[config.mk]
export PLATFORM = sky130hd
export DESIGN_NAME = ex_stage_pipe
export DESIGN_NICKNAME = d
export VERILOG_FILES = /design/src/rtl/ex_stage_pipe.sv
export SDC_FILE = /design/constraint.sdc
export NUM_CORES = 1
export LEC_CHECK = 0
export BUFFER_PORTS_ARGS = -buffer_cell sky130_fd_sc_hd__buf_2
export CAP_MARGIN = 25
export CORE_ASPECT_RATIO = 1.75
export CORE_MARGIN = 5
export CORE_UTILIZATION = 35
export CTS_BUF_LIST = sky130_fd_sc_hd__clkbuf_4 sky130_fd_sc_hd__clkbuf_8
export CTS_CLUSTER_DIAMETER = 60
export DETAILED_ROUTE_END_ITERATION = 7
export GPL_TIMING_DRIVEN = 0
export PLACE_DENSITY = 0.58
export SLEW_MARGIN = 20
export SYNTH_ARGS = -nofsm -noshare
export SYNTH_HDL_FRONTEND = slang
export SYNTH_SLANG_ARGS = --single-unit
export TNS_END_PERCENT = 30
[constraint.sdc]
create_clock -name clk -period 5.45 [get_ports clk]
set_clock_uncertainty 0.2 [all_clocks]
set_input_delay 0.545 -clock clk [delete_from_list [all_inputs] [get_ports clk]]
set_output_delay 0.545 -clock clk [all_outputs]
set_load 0.03 [all_outputs]
[src/rtl/ex_stage_pipe.sv]
// Registered execute stage: ALU handshake, branch resolve, store lane alignment.
// Optional MISALIGN_CHECK_EN adds misalign_o and suppresses misaligned side effects.
package ex_stage_pipe_pkg;
  localparam logic [4:0] EX_ADD  = 5'd0;
  localparam logic [4:0] EX_ADDI = 5'd1;
  localparam logic [4:0] EX_LB   = 5'd2;
  localparam logic [4:0] EX_LH   = 5'd3;
  localparam logic [4:0] EX_LW   = 5'd4;
  localparam logic [4:0] EX_LBU  = 5'd5;
  localparam logic [4:0] EX_LHU  = 5'd6;
  localparam logic [4:0] EX_SB   = 5'd7;
  localparam logic [4:0] EX_SH   = 5'd8;
  localparam logic [4:0] EX_SW   = 5'd9;
  localparam logic [4:0] EX_BEQ  = 5'd10;
  localparam logic [4:0] EX_BNE  = 5'd11;
  localparam logic [4:0] EX_BLT  = 5'd12;
  localparam logic [4:0] EX_BGE  = 5'd13;
  localparam logic [4:0] EX_BLTU = 5'd14;
  localparam logic [4:0] EX_BGEU = 5'd15;
  localparam logic [4:0] EX_JAL  = 5'd16;
  localparam logic [4:0] EX_JALR = 5'd17;
  localparam logic [3:0] ALU_ADD = 4'd0;
endpackage

module ex_stage_pipe
  import ex_stage_pipe_pkg::*;
#(
  parameter int XLEN    = 32,
  parameter int RADDR_W = 5,
  localparam int BE_W   = XLEN / 8
) (
  input  logic               clk,
  input  logic               rst_n,
  input  logic               flush_i,
  input  logic               in_valid_i,
  output logic               in_ready_o,
  input  logic [4:0]         ex_code_i,
  input  logic [XLEN-1:0]    pc_i,
  input  logic [XLEN-1:0]    reg1_rdata_i,
  input  logic [XLEN-1:0]    reg2_rdata_i,
  input  logic [XLEN-1:0]    imm_i,
  input  logic               reg_we_i,
  input  logic [RADDR_W-1:0] reg_waddr_i,
  output logic               alu_req_o,
  output logic [XLEN-1:0]    alu_data1_o,
  output logic [XLEN-1:0]    alu_data2_o,
  output logic [3:0]         alu_op_o,
  input  logic [XLEN-1:0]    alu_result_i,
  input  logic               alu_busy_i,
  output logic               out_valid_o,
  input  logic               out_ready_i,
  output logic               mem_req_o,
  output logic               mem_we_o,
  output logic [XLEN-1:0]    mem_addr_o,
  output logic [XLEN-1:0]    mem_wdata_o,
  output logic [BE_W-1:0]    mem_be_o,
  output logic [1:0]         mem_size_o,
  output logic               mem_uns_o,
  output logic [XLEN-1:0]    reg_wdata_o,
  output logic               reg_we_o,
  output logic [RADDR_W-1:0] reg_waddr_o,
  output logic               hold_flag_o,
  output logic               jump_flag_o,
  output logic [XLEN-1:0]    jump_addr_o
`ifdef MISALIGN_CHECK_EN
  ,
  output logic               misalign_o
`endif
);

  localparam int OFF_W = $clog2(BE_W);

  typedef enum logic [1:0] {
    IDLE,
    ALU_WAIT,
    OUT_STALL
  } state_t;

  state_t state;

  logic [4:0]         op_q;
  logic [XLEN-1:0]    pc_q;
  logic [XLEN-1:0]    rs1_q;
  logic [XLEN-1:0]    rs2_q;
  logic [XLEN-1:0]    imm_q;
  logic               we_q;
  logic [RADDR_W-1:0] waddr_q;

  logic               idle;
  logic [4:0]         cur_op;
  logic [XLEN-1:0]    cur_pc;
  logic [XLEN-1:0]    cur_rs1;
  logic [XLEN-1:0]    cur_rs2;
  logic [XLEN-1:0]    cur_imm;
  logic               cur_we;
  logic [RADDR_W-1:0] cur_waddr;

  logic can_load;
  logic accept;
  logic capture;

  logic is_add, is_addi, is_ld, is_st;
  logic is_br, is_jal, is_jalr, is_uns;
  logic taken;
  logic [1:0] sz;

  logic eq, lt, ltu;
  logic [XLEN-1:0] sum_ri;
  logic [XLEN-1:0] pc_tgt;
  logic [XLEN-1:0] target;
  logic [OFF_W-1:0] off;
  logic [BE_W-1:0]  be_base;
  logic [BE_W-1:0]  be;
  logic [XLEN-1:0]  st_data;
  logic [XLEN-1:0]  wb_data;
  logic             mis;

  // In ALU_WAIT the latched copy keeps operands stable.
  assign idle      = (state == IDLE);
  assign cur_op    = idle ? ex_code_i    : op_q;
  assign cur_pc    = idle ? pc_i         : pc_q;
  assign cur_rs1   = idle ? reg1_rdata_i : rs1_q;
  assign cur_rs2   = idle ? reg2_rdata_i : rs2_q;
  assign cur_imm   = idle ? imm_i        : imm_q;
  assign cur_we    = idle ? reg_we_i     : we_q;
  assign cur_waddr = idle ? reg_waddr_i  : waddr_q;

  assign can_load    = !out_valid_o || out_ready_i;
  assign in_ready_o  = idle && can_load;
  assign hold_flag_o = !in_ready_o;
  assign accept      = in_ready_o && in_valid_i && !flush_i;
  assign alu_req_o   = !flush_i && (accept || state == ALU_WAIT);
  assign alu_op_o    = ALU_ADD;
  assign capture     = !flush_i && !alu_busy_i &&
                       (accept || (state == ALU_WAIT && can_load));

  assign eq     = (cur_rs1 == cur_rs2);
  assign lt     = ($signed(cur_rs1) < $signed(cur_rs2));
  assign ltu    = (cur_rs1 < cur_rs2);
  assign sum_ri = cur_rs1 + cur_imm;
  assign pc_tgt = cur_pc + cur_imm;
  assign target = is_jalr ? {sum_ri[XLEN-1:1], 1'b0} : pc_tgt;

  always_comb begin
    is_add  = 1'b0;
    is_addi = 1'b0;
    is_ld   = 1'b0;
    is_st   = 1'b0;
    is_br   = 1'b0;
    is_jal  = 1'b0;
    is_jalr = 1'b0;
    is_uns  = 1'b0;
    taken   = 1'b0;
    sz      = 2'd0;
    case (cur_op)
      EX_ADD:  is_add = 1'b1;
      EX_ADDI: is_addi = 1'b1;
      EX_LB:   is_ld = 1'b1;
      EX_LH:   begin is_ld = 1'b1; sz = 2'd1; end
      EX_LW:   begin is_ld = 1'b1; sz = 2'd2; end
      EX_LBU:  begin is_ld = 1'b1; is_uns = 1'b1; end
      EX_LHU:  begin is_ld = 1'b1; is_uns = 1'b1; sz = 2'd1; end
      EX_SB:   is_st = 1'b1;
      EX_SH:   begin is_st = 1'b1; sz = 2'd1; end
      EX_SW:   begin is_st = 1'b1; sz = 2'd2; end
      EX_BEQ:  begin is_br = 1'b1; taken = eq; end
      EX_BNE:  begin is_br = 1'b1; taken = !eq; end
      EX_BLT:  begin is_br = 1'b1; taken = lt; end
      EX_BGE:  begin is_br = 1'b1; taken = !lt; end
      EX_BLTU: begin is_br = 1'b1; taken = ltu; end
      EX_BGEU: begin is_br = 1'b1; taken = !ltu; end
      EX_JAL:  begin is_jal = 1'b1; taken = 1'b1; end
      EX_JALR: begin is_jalr = 1'b1; taken = 1'b1; end
      default: ;
    endcase
  end

  // Branches and jumps borrow the ALU for the link value pc+4.
  always_comb begin
    alu_data1_o = '0;
    alu_data2_o = '0;
    unique case (1'b1)
      is_add: begin
        alu_data1_o = cur_rs1;
        alu_data2_o = cur_rs2;
      end
      (is_addi | is_ld | is_st): begin
        alu_data1_o = cur_rs1;
        alu_data2_o = cur_imm;
      end
      (is_br | is_jal | is_jalr): begin
        alu_data1_o = cur_pc;
        alu_data2_o = XLEN'(4);
      end
      default: ;
    endcase
  end

  assign off = alu_result_i[OFF_W-1:0];

  always_comb begin
    be_base = '0;
    st_data = '0;
    unique case (sz)
      2'd1: begin
        be_base = BE_W'(2'b11);
        st_data = {(XLEN/16){cur_rs2[15:0]}};
      end
      2'd2: begin
        be_base = BE_W'(4'hF);
        st_data = {(XLEN/32){cur_rs2[31:0]}};
      end
      default: begin
        be_base = BE_W'(1'b1);
        st_data = {BE_W{cur_rs2[7:0]}};
      end
    endcase
  end

  assign be = be_base << off;

  always_comb begin
    wb_data = '0;
    unique case (1'b1)
      (is_add | is_addi | is_jal | is_jalr): wb_data = alu_result_i;
      default: ;
    endcase
  end

`ifdef MISALIGN_CHECK_EN
  assign mis = (sz == 2'd1 && alu_result_i[0]) ||
               (sz == 2'd2 && alu_result_i[1:0] != 2'd0) ||
               (taken && target[1]);
`else
  assign mis = 1'b0;
`endif

  always_ff @(posedge clk) begin
    if (!rst_n) begin
      state       <= IDLE;
      op_q        <= '0;
      pc_q        <= '0;
      rs1_q       <= '0;
      rs2_q       <= '0;
      imm_q       <= '0;
      we_q        <= 1'b0;
      waddr_q     <= '0;
      out_valid_o <= 1'b0;
      mem_req_o   <= 1'b0;
      mem_we_o    <= 1'b0;
      mem_addr_o  <= '0;
      mem_wdata_o <= '0;
      mem_be_o    <= '0;
      mem_size_o  <= 2'd0;
      mem_uns_o   <= 1'b0;
      reg_wdata_o <= '0;
      reg_we_o    <= 1'b0;
      reg_waddr_o <= '0;
      jump_flag_o <= 1'b0;
      jump_addr_o <= '0;
`ifdef MISALIGN_CHECK_EN
      misalign_o  <= 1'b0;
`endif
    end else if (flush_i) begin
      state       <= IDLE;
      out_valid_o <= 1'b0;
      mem_req_o   <= 1'b0;
      mem_we_o    <= 1'b0;
      reg_we_o    <= 1'b0;
      jump_flag_o <= 1'b0;
    end else begin
      jump_flag_o <= 1'b0;
      if (accept) begin
        op_q    <= ex_code_i;
        pc_q    <= pc_i;
        rs1_q   <= reg1_rdata_i;
        rs2_q   <= reg2_rdata_i;
        imm_q   <= imm_i;
        we_q    <= reg_we_i;
        waddr_q <= reg_waddr_i;
      end
      if (capture) begin
        state       <= out_ready_i ? IDLE : OUT_STALL;
        out_valid_o <= 1'b1;
        mem_req_o   <= (is_ld | is_st) && !mis;
        mem_we_o    <= is_st && !mis;
        mem_addr_o  <= (is_ld | is_st) ? alu_result_i : '0;
        mem_wdata_o <= is_st ? st_data : '0;
        mem_be_o    <= is_st ? be : '0;
        mem_size_o  <= sz;
        mem_uns_o   <= is_uns;
        reg_wdata_o <= wb_data;
        reg_we_o    <= cur_we && !is_st && !is_br && !mis;
        reg_waddr_o <= cur_waddr;
        jump_flag_o <= taken && !mis;
        jump_addr_o <= taken ? target : '0;
`ifdef MISALIGN_CHECK_EN
        misalign_o  <= mis;
`endif
      end else begin
        if (out_ready_i)
          out_valid_o <= 1'b0;
        unique case (state)
          IDLE: begin
            if (accept)
              state <= ALU_WAIT;
            else if (!can_load)
              state <= OUT_STALL;
          end
          ALU_WAIT: state <= ALU_WAIT;
          OUT_STALL: begin
            if (out_ready_i)
              state <= IDLE;
          end
          default: state <= IDLE;
        endcase
      end
    end
  end

endmodule

==> flow_metrics.py, run 1 <==
metrics = {
    "cts": {
        "cts.sinks": 286,
        "insertion_delay_ns": 0.63,
        "cts_made_buffers": 48,
        "h-tree-depth": 2,
        "clk_pin_slew_ns": 0.07,
        "cts-root-buf": "clkbuf_8",
        "clk_path_buf_depth": 3,
        "cts_tree": "yes",
    },
    "sta": {
        "fmax_ghz": 0.1885,
        "finalHoldViolCount": 0,
        "layout_setup_ws_ns": 0.1440,
        "tns_ns": 0,
        "setup_violations": 0,
        "relSlewSlack": 0.2554,
        "worstMarginPinSlew_ns": 1.086,
        "rsz0062_at_grt": "false",
        "drv_slew": 0,
        "period_share": 0.9736,
        "fin_crit_ns": 5.306,
        "whs_ns": 0.03327,
    },
    "cells_and_area": {
        "area_delta_synth_final_pct": 32.78,
        "utilization": 0.4690,
        "final_cells": 3481,
        "nNetsFinal": 3059,
        "nFillCells": 4973,
        "drive_above_1_share": 0.1970,
        "final_area_um2": 22850,
    },
    "global_route": {
        "grt_pass1_wl_um": 115300,
        "grt.overflow.total": 0,
        "antenna_found_initial": 5,
        "grt_max_degree": 20,
        "grt.total_usage": 0.2848,
        "grt_pass1_vias": 18510,
    },
    "route": {
        "drt_iter0_drc": 1346,
        "via_per_inst": 5.360,
        "drcViolationCount": 0,
        "wl_per_cell_um": 23.07,
        "wl_um": 80320,
        "num_vias": 18660,
        "ant_nets": 0,
        "dr.pass1.iters": 8,
    },
    "floorplan": {
        "dieArea_um2": 53880,
        "die_width_um": 177.6,
        "coreArea_um2": 48730,
        "io-pin-count": 393,
        "start_util": 0.3532,
        "fp.dieH_um": 303.4,
        "row_count": 107,
    },
    "setup_path": {
        "rr_endpoint": "jump_addr_o[21]$_SDFFE_PN0P_",
        "path_max_fanout": 10,
        "cpMaxStageDelayCell": "a41oi_4",
        "cp_data_required_time_ns": 5.75,
        "end_kind": "flop",
        "cp.arrival_ns": 5.60,
        "reg2regPathDepth": 19,
        "path_cells": "buf_6, nor2_4, buf_6, buf_4, buf_4, buf_1, nand2_1, nand2_1, ha_1, a21o_1, a21o_1, a21oi_1, o211ai_1, a21oi_1, xnor2_1, a41oi_4, inv_2, nand2_1, o221ai_1",
        "cpPeakStageDelay_ns": 0.44,
        "cp_common_cell": "nand2_1",
        "reg2reg_from": "state[0]$_SDFFE_PP0P_",
        "startpoint_type": "flop",
        "setup.worst_path.class": "flop to flop",
        "ff2ff_setup_slack_ns": 0.14,
    },
    "synth": {
        "synth_seq_area_share": 0.3327,
        "synth.cell_area_um2": 17210,
        "synth_edf_count": 0,
        "yosysWarnings": 0,
        "synth_top_area_share": 0.3327,
        "synth_cells": 2174,
        "synthTopCellsByArea": "dfxtp_1 (33%), nand2_1 (12%), ha_1 (6.9%)",
        "synthArstFlopShare": 0,
        "yosysUniqueCellTypes": 82,
        "synth_area_per_cell_um2": 7.917,
        "yosysTopAreaCell": "dfxtp_1",
        "synthFlopType": "dfxtp_1",
        "ys_ff_latch": 286,
    },
    "power": {
        "leakage_nw": 10.75,
        "cellPowerDensity_nw_per_um2": 267.8,
        "p_total_mw": 6.121,
        "peakVddDrop_mv": 0.2304,
    },
    "placement": {
        "dp_cells": 3221,
        "port_buffers": 386,
        "dpl.hpwl_um": 64840,
        "dpl_cell_area_um2": 20010,
        "gp_congestion": 1.037,
        "preCtsSetupSlack_ns": -0.6445,
    },
    "run": {
        "maxCapViolCount": 0,
    },
    "worst_hold_path": {
        "holdPathStages": 3,
        "min_delay_worst_endpoint": "rs1_q[22]$_SDFFE_PN0P_",
        "hold_start": "reg1_rdata_i[22]",
        "hold_path.class": "input pin to flop",
    },
    "run_status": {
        "outcome": "complete, no violations",
    },
}
sequential cells by signal, summed over array words and instances (netlist names), 4 cells and up:
name,count
rs2_q,32
reg_wdata_o,32
mem_wdata_o,32
reg_waddr_o,5
rs1_q,32
waddr_q,5
pc_q,32
op_q,5
imm_q,32
mem_addr_o,32
mem_be_o,4
jump_addr_o,32
worst max-delay path, delay by kind of cell (launching register included):
kind	cells	cell delay, ns
buf+inv	6	1.57
flops	1	0.31
fa+ha+maj	1	0.28
xor+xnor	1	0.16
simple gates	4	0.76
compound gates	7	1.85
kinds of logic (layout without fill, tap and decap cells):
| logic type | count (synthesis) | count (layout) | synth area share |
|---|---|---|---|
| and+or+nand+nor | 827 | 827 | 0.2136 |
| AOI/OAI and AO/OA | 601 | 601 | 0.2495 |
| DFF | 286 | 286 | 0.3327 |
| buffers and inverters | 215 | 860 | 0.05096 |
| adders and majority gates | 97 | 97 | 0.07139 |
| muxes | 89 | 89 | 0.05220 |
| xor gates and xnor gates | 58 | 58 | 0.02951 |
| other | 1 | 9 | 0.0002179 |
how the worst max path moves through the flow:
stage	from	end	slack (ns)	cells after the start
final	state[0]$_SDFFE_PP0P_	jump_addr_o[21]$_SDFFE_PN0P_	0.14	19
after global routing	state[0]$_SDFFE_PP0P_	jump_addr_o[28]$_SDFFE_PN0P_	0.01	21
after detailed placement	state[0]$_SDFFE_PP0P_	jump_addr_o[28]$_SDFFE_PN0P_	-0.64	20
after CTS	state[1]$_SDFFE_PP0P_	jump_addr_o[21]$_SDFFE_PN0P_	0.03	18
after global placement	state[0]$_SDFFE_PP0P_	jump_addr_o[28]$_SDFFE_PN0P_	-0.61	20
after floorplan	state[0]$_SDFFE_PP0P_	jump_addr_o[28]$_SDFFE_PN0P_	0.80	20
cells in the mapped netlist, types with 15 or more instances:
cell type	count
nand2b_1	20
mux2i_1	87
nand4_1	17
nand3_1	15
and2_1	23
o22ai_1	43
xor2_1	20
clkbuf_1	111
inv_1	73
nor2_1	48
nor2b_1	89
xnor2_1	38
dfxtp_1	286
buf_2	17
a31oi_1	16
o211ai_1	16
a21o_1	54
a21boi_0	149
a21oi_1	86
nand2_1	557
o21ai_0	65
a22oi_1	56
nor3_1	15
ha_1	95
layer usage:
layer	track usage	part of all wire	up-vias
met5	0	0.00025	-
met4	0.1687	0.068	4
met3	0.03741	0.057	213
met2	0.5186	0.51	824
met1	0.3124	0.37	8817
li1	-	-	8801
cell usage in the layout (no fill, tap or decap), drive strengths merged, types with 16 or more instances in the layout:
master / n
mux2i: 89
nor2b: 89
nor2: 49
buf: 419
a21oi: 88
dlygate4sd3: 168
and2: 23
inv: 78
ha: 95
o21ai: 70
nand2: 558
a31oi: 16
clkbuf: 189
o22ai: 43
o211ai: 16
xnor2: 38
a22oi: 56
a21boi: 150
nand4: 17
a21o: 54
nand2b: 20
xor2: 20
dfxtp: 286
what timing repair did:
action | 4_1_cts | 5_1_grt
setup buffers | 2 | 0
pin swaps | 1 | 1
hold buffers | 168 | 0
gates cloned | 0 | 0
endpoints found under the hold margin | 195 | 0
gates resized for setup | 18 | 14
endpoints found under the setup margin | 32 | 31
power by group:
part,switching (mW),total (mW),internal [mW]
clock,0.981,2.11,1.13
combinational,1.17,1.82,0.649
sequential,0.0347,2.19,2.16
layout make-up:
type	instances	area [µm²]	share of cell area
Antenna cell	5	12.51	0.0005475
Timing Repair Buffer	560	3659	0.1601
Multi-Input combinational cell	1676	10700	0.4680
Inverter	74	277.8	0.01215
Clock inverter	10	81.33	0.003559
Buffer	139	624.3	0.02732
Clock buffer	77	959.7	0.04199
Sequential cell	286	5725	0.2505
Tap cell	654	818.3	0.03581
No activity file was read; power rests on OpenSTA's default activity.
==> run 2, diff against run 1 <==
--- a/config.mk
+++ b/config.mk
@@ -7,2 +7,3 @@
 export LEC_CHECK = 0
+export ABC_CLOCK_PERIOD_IN_PS = 5450
 export BUFFER_PORTS_ARGS = -buffer_cell sky130_fd_sc_hd__buf_2
==> constraint.sdc (replaced) <==
create_clock -name clk -period 5.45 [get_ports clk]
set_clock_uncertainty 0.2 [all_clocks]
set_input_delay 1.3625 -clock clk [delete_from_list [all_inputs] [get_ports clk]]
set_output_delay 1.3625 -clock clk [all_outputs]
set_load 0.03 [all_outputs]
==> run 2 against run 1 <==
Compared with the run above: critical path depth shrank 9; register-to-register slack worse by 0.04 ns; global-route usage shrank 0.41 points; flip-flop and latch count stayed put; design area decreased by 7.1%; cell count decreased by 4.5%; sequential power about the same; largest power group unchanged; non-clock buffer count decreased by 168; clock-buffer cell count unchanged; combinational power decreased by 5%; sequential share of layout area up 1.9 points; worst setup slack lost 0.12 ns; highest routed layer unchanged.
==> flow_metrics.py, run 2 (synthesis results as in run 1) <==
metrics = {
    "run_status": {
        "outcome": "complete, no violations",
    },
    "power": {
        "power_frac_comb": 0.285,
        "peakVddDrop_mv": 0.2281,
        "p_int_mw": 3.858,
        "leakage_nw": 10.06,
        "switching_share": 0.3599,
        "p_switching_mw": 2.169,
        "p_total_mw": 6.027,
        "cellPowerDensity_nw_per_um2": 283.9,
        "seqPwrFrac": 0.364,
        "clkPwrFrac": 0.351,
    },
    "placement": {
        "dpl.hpwl_um": 64840,
        "port_buffers": 386,
        "preCtsSetupSlack_ns": -0.6445,
        "dp_cells": 3221,
        "dpl_cell_area_um2": 20010,
        "gp_congestion": 1.037,
    },
    "floorplan": {
        "start_util": 0.3532,
        "fp.dieH_um": 303.4,
        "io-pin-count": 393,
        "dieArea_um2": 53880,
        "coreArea_um2": 48730,
        "row_count": 107,
        "die_width_um": 177.6,
    },
    "cells_and_area": {
        "drive_above_1_share": 0.2118,
        "final_area_um2": 21230,
        "most-common-layout-cells": "nand2_1 (557), buf_2 (394), dfxtp_1 (286)",
        "nFillCells": 5144,
        "final_cells": 3325,
        "nNetsFinal": 2891,
        "utilization": 0.4357,
        "final_common_cell": "nand2_1",
        "area_delta_synth_final_pct": 23.36,
    },
    "global_route": {
        "grt.total_usage": 0.2807,
        "grt_pass1_vias": 17820,
        "grt_pass1_wl_um": 112900,
        "grt_max_degree": 20,
        "grt.overflow.total": 0,
        "antenna_found_initial": 21,
    },
    "cts": {
        "cts_made_buffers": 48,
        "cts_tree": "yes",
        "insertion_delay_ns": 0.64,
        "clk_path_buf_depth": 3,
        "h-tree-depth": 2,
        "cts_hold_buf": 0,
        "cts-root-buf": "clkbuf_8",
        "cts.sinks": 286,
        "clk_pin_slew_ns": 0.07,
    },
    "route": {
        "ant_nets": 0,
        "wl_per_cell_um": 23.79,
        "drt_iter0_drc": 1356,
        "num_vias": 17880,
        "dr.pass1.iters": 8,
        "wl_um": 79100,
        "drcViolationCount": 0,
        "via_per_inst": 5.377,
    },
    "sta": {
        "drv_slew": 0,
        "fin_crit_ns": 5.430,
        "layout_setup_ws_ns": 0.01969,
        "finalHoldViolCount": 0,
        "rsz0062_at_grt": "true",
        "worstMarginPinSlew_ns": 1.103,
        "relSlewSlack": 0.2437,
        "setup_violations": 0,
        "fmax_ghz": 0.1842,
        "period_share": 0.9964,
        "whs_ns": 0.2483,
        "tns_ns": 0,
    },
    "setup_path": {
        "path_max_fanout": 10,
        "reg2reg_from": "state[0]$_SDFFE_PP0P_",
        "rr_endpoint": "jump_addr_o[21]$_SDFFE_PN0P_",
        "cp.arrival_ns": 3.87,
        "cp_data_required_time_ns": 3.89,
        "cp-endpoint": "alu_data1_o[24]",
        "end_kind": "output pin",
        "ff2ff_setup_slack_ns": 0.10,
        "setup.worst_path.class": "input pin to output pin",
        "reg2regPathDepth": 17,
        "startpoint_type": "input pin",
        "cp-startpoint": "ex_code_i[2]",
    },
    "worst_hold_path": {
        "hold_path.class": "flop to flop",
    },
    "run": {
        "maxCapViolCount": 0,
    },
}
## run 2: layout make-up
class                   count  area [µm²]  area share
inverters                  74       277.8     0.01308
multi-input cells        1676       10720      0.5048
diodes                     17       42.54    0.002004
clock buffers              77       959.7     0.04520
plain buffers             139       631.9     0.02976
repair buffers            392        1977     0.09311
clock inverters            10       81.33    0.003831
well taps                 654       818.3     0.03854
flip-flops and latches    286        5725      0.2697
## run 2: routing by layer
layer	track usage	wire length (µm)	up-vias
li1	-	-	8470
met1	0.3040	28750	8462
met2	0.5062	40040	734
met3	0.05009	4913	204
met4	0.1663	5326	10
met5	0	64	-
## run 2: repair_timing
action / in CTS / in global routing
pin swaps: 1 / 1
endpoints found under the setup margin: 73 / 41
setup buffers: 2 / 0
gates resized for setup: 25 / 17
hold endpoints to repair: 0 / 0
## run 2: how the worst min path moves through the flow
stage	depth (start not counted)	slack [ns]	start	endpoint
after global placement	2	0.23	jump_addr_o[11]$_SDFFE_PN0P_	jump_addr_o[11]$_SDFFE_PN0P_
after floorplan	2	0.24	pc_q[18]$_SDFFE_PN0P_	pc_q[18]$_SDFFE_PN0P_
final	2	0.25	jump_addr_o[2]$_SDFFE_PN0P_	jump_addr_o[2]$_SDFFE_PN0P_
after global routing	2	0.27	jump_addr_o[6]$_SDFFE_PN0P_	jump_addr_o[6]$_SDFFE_PN0P_
after detailed placement	2	0.24	jump_addr_o[2]$_SDFFE_PN0P_	jump_addr_o[2]$_SDFFE_PN0P_
after CTS	2	0.25	jump_addr_o[2]$_SDFFE_PN0P_	jump_addr_o[2]$_SDFFE_PN0P_
## run 2: power by group through the flow
stage / Sequential [mW] / Clock (mW) / Combinational (mW)
after global routing: 2.20 / 2.23 / 1.84
after CTS: 2.19 / 2.16 / 1.69
after global placement: 2.23 / 0 / 1.65
after floorplan: 2.26 / 0 / 1.04
final: 2.19 / 2.12 / 1.72
after detailed placement: 2.24 / 0 / 1.67
## run 2: worst max-delay path, cell delays in order
cell       delay [ns]
buf_2            0.12
or4_1            0.52
o31ai_1          0.11
nand2_1          0.18
nor2_1           0.30
a21oi_2          0.15
clkbuf_2         0.26
buf_2            0.31
o2bb2ai_1        0.29
buf_2            0.26
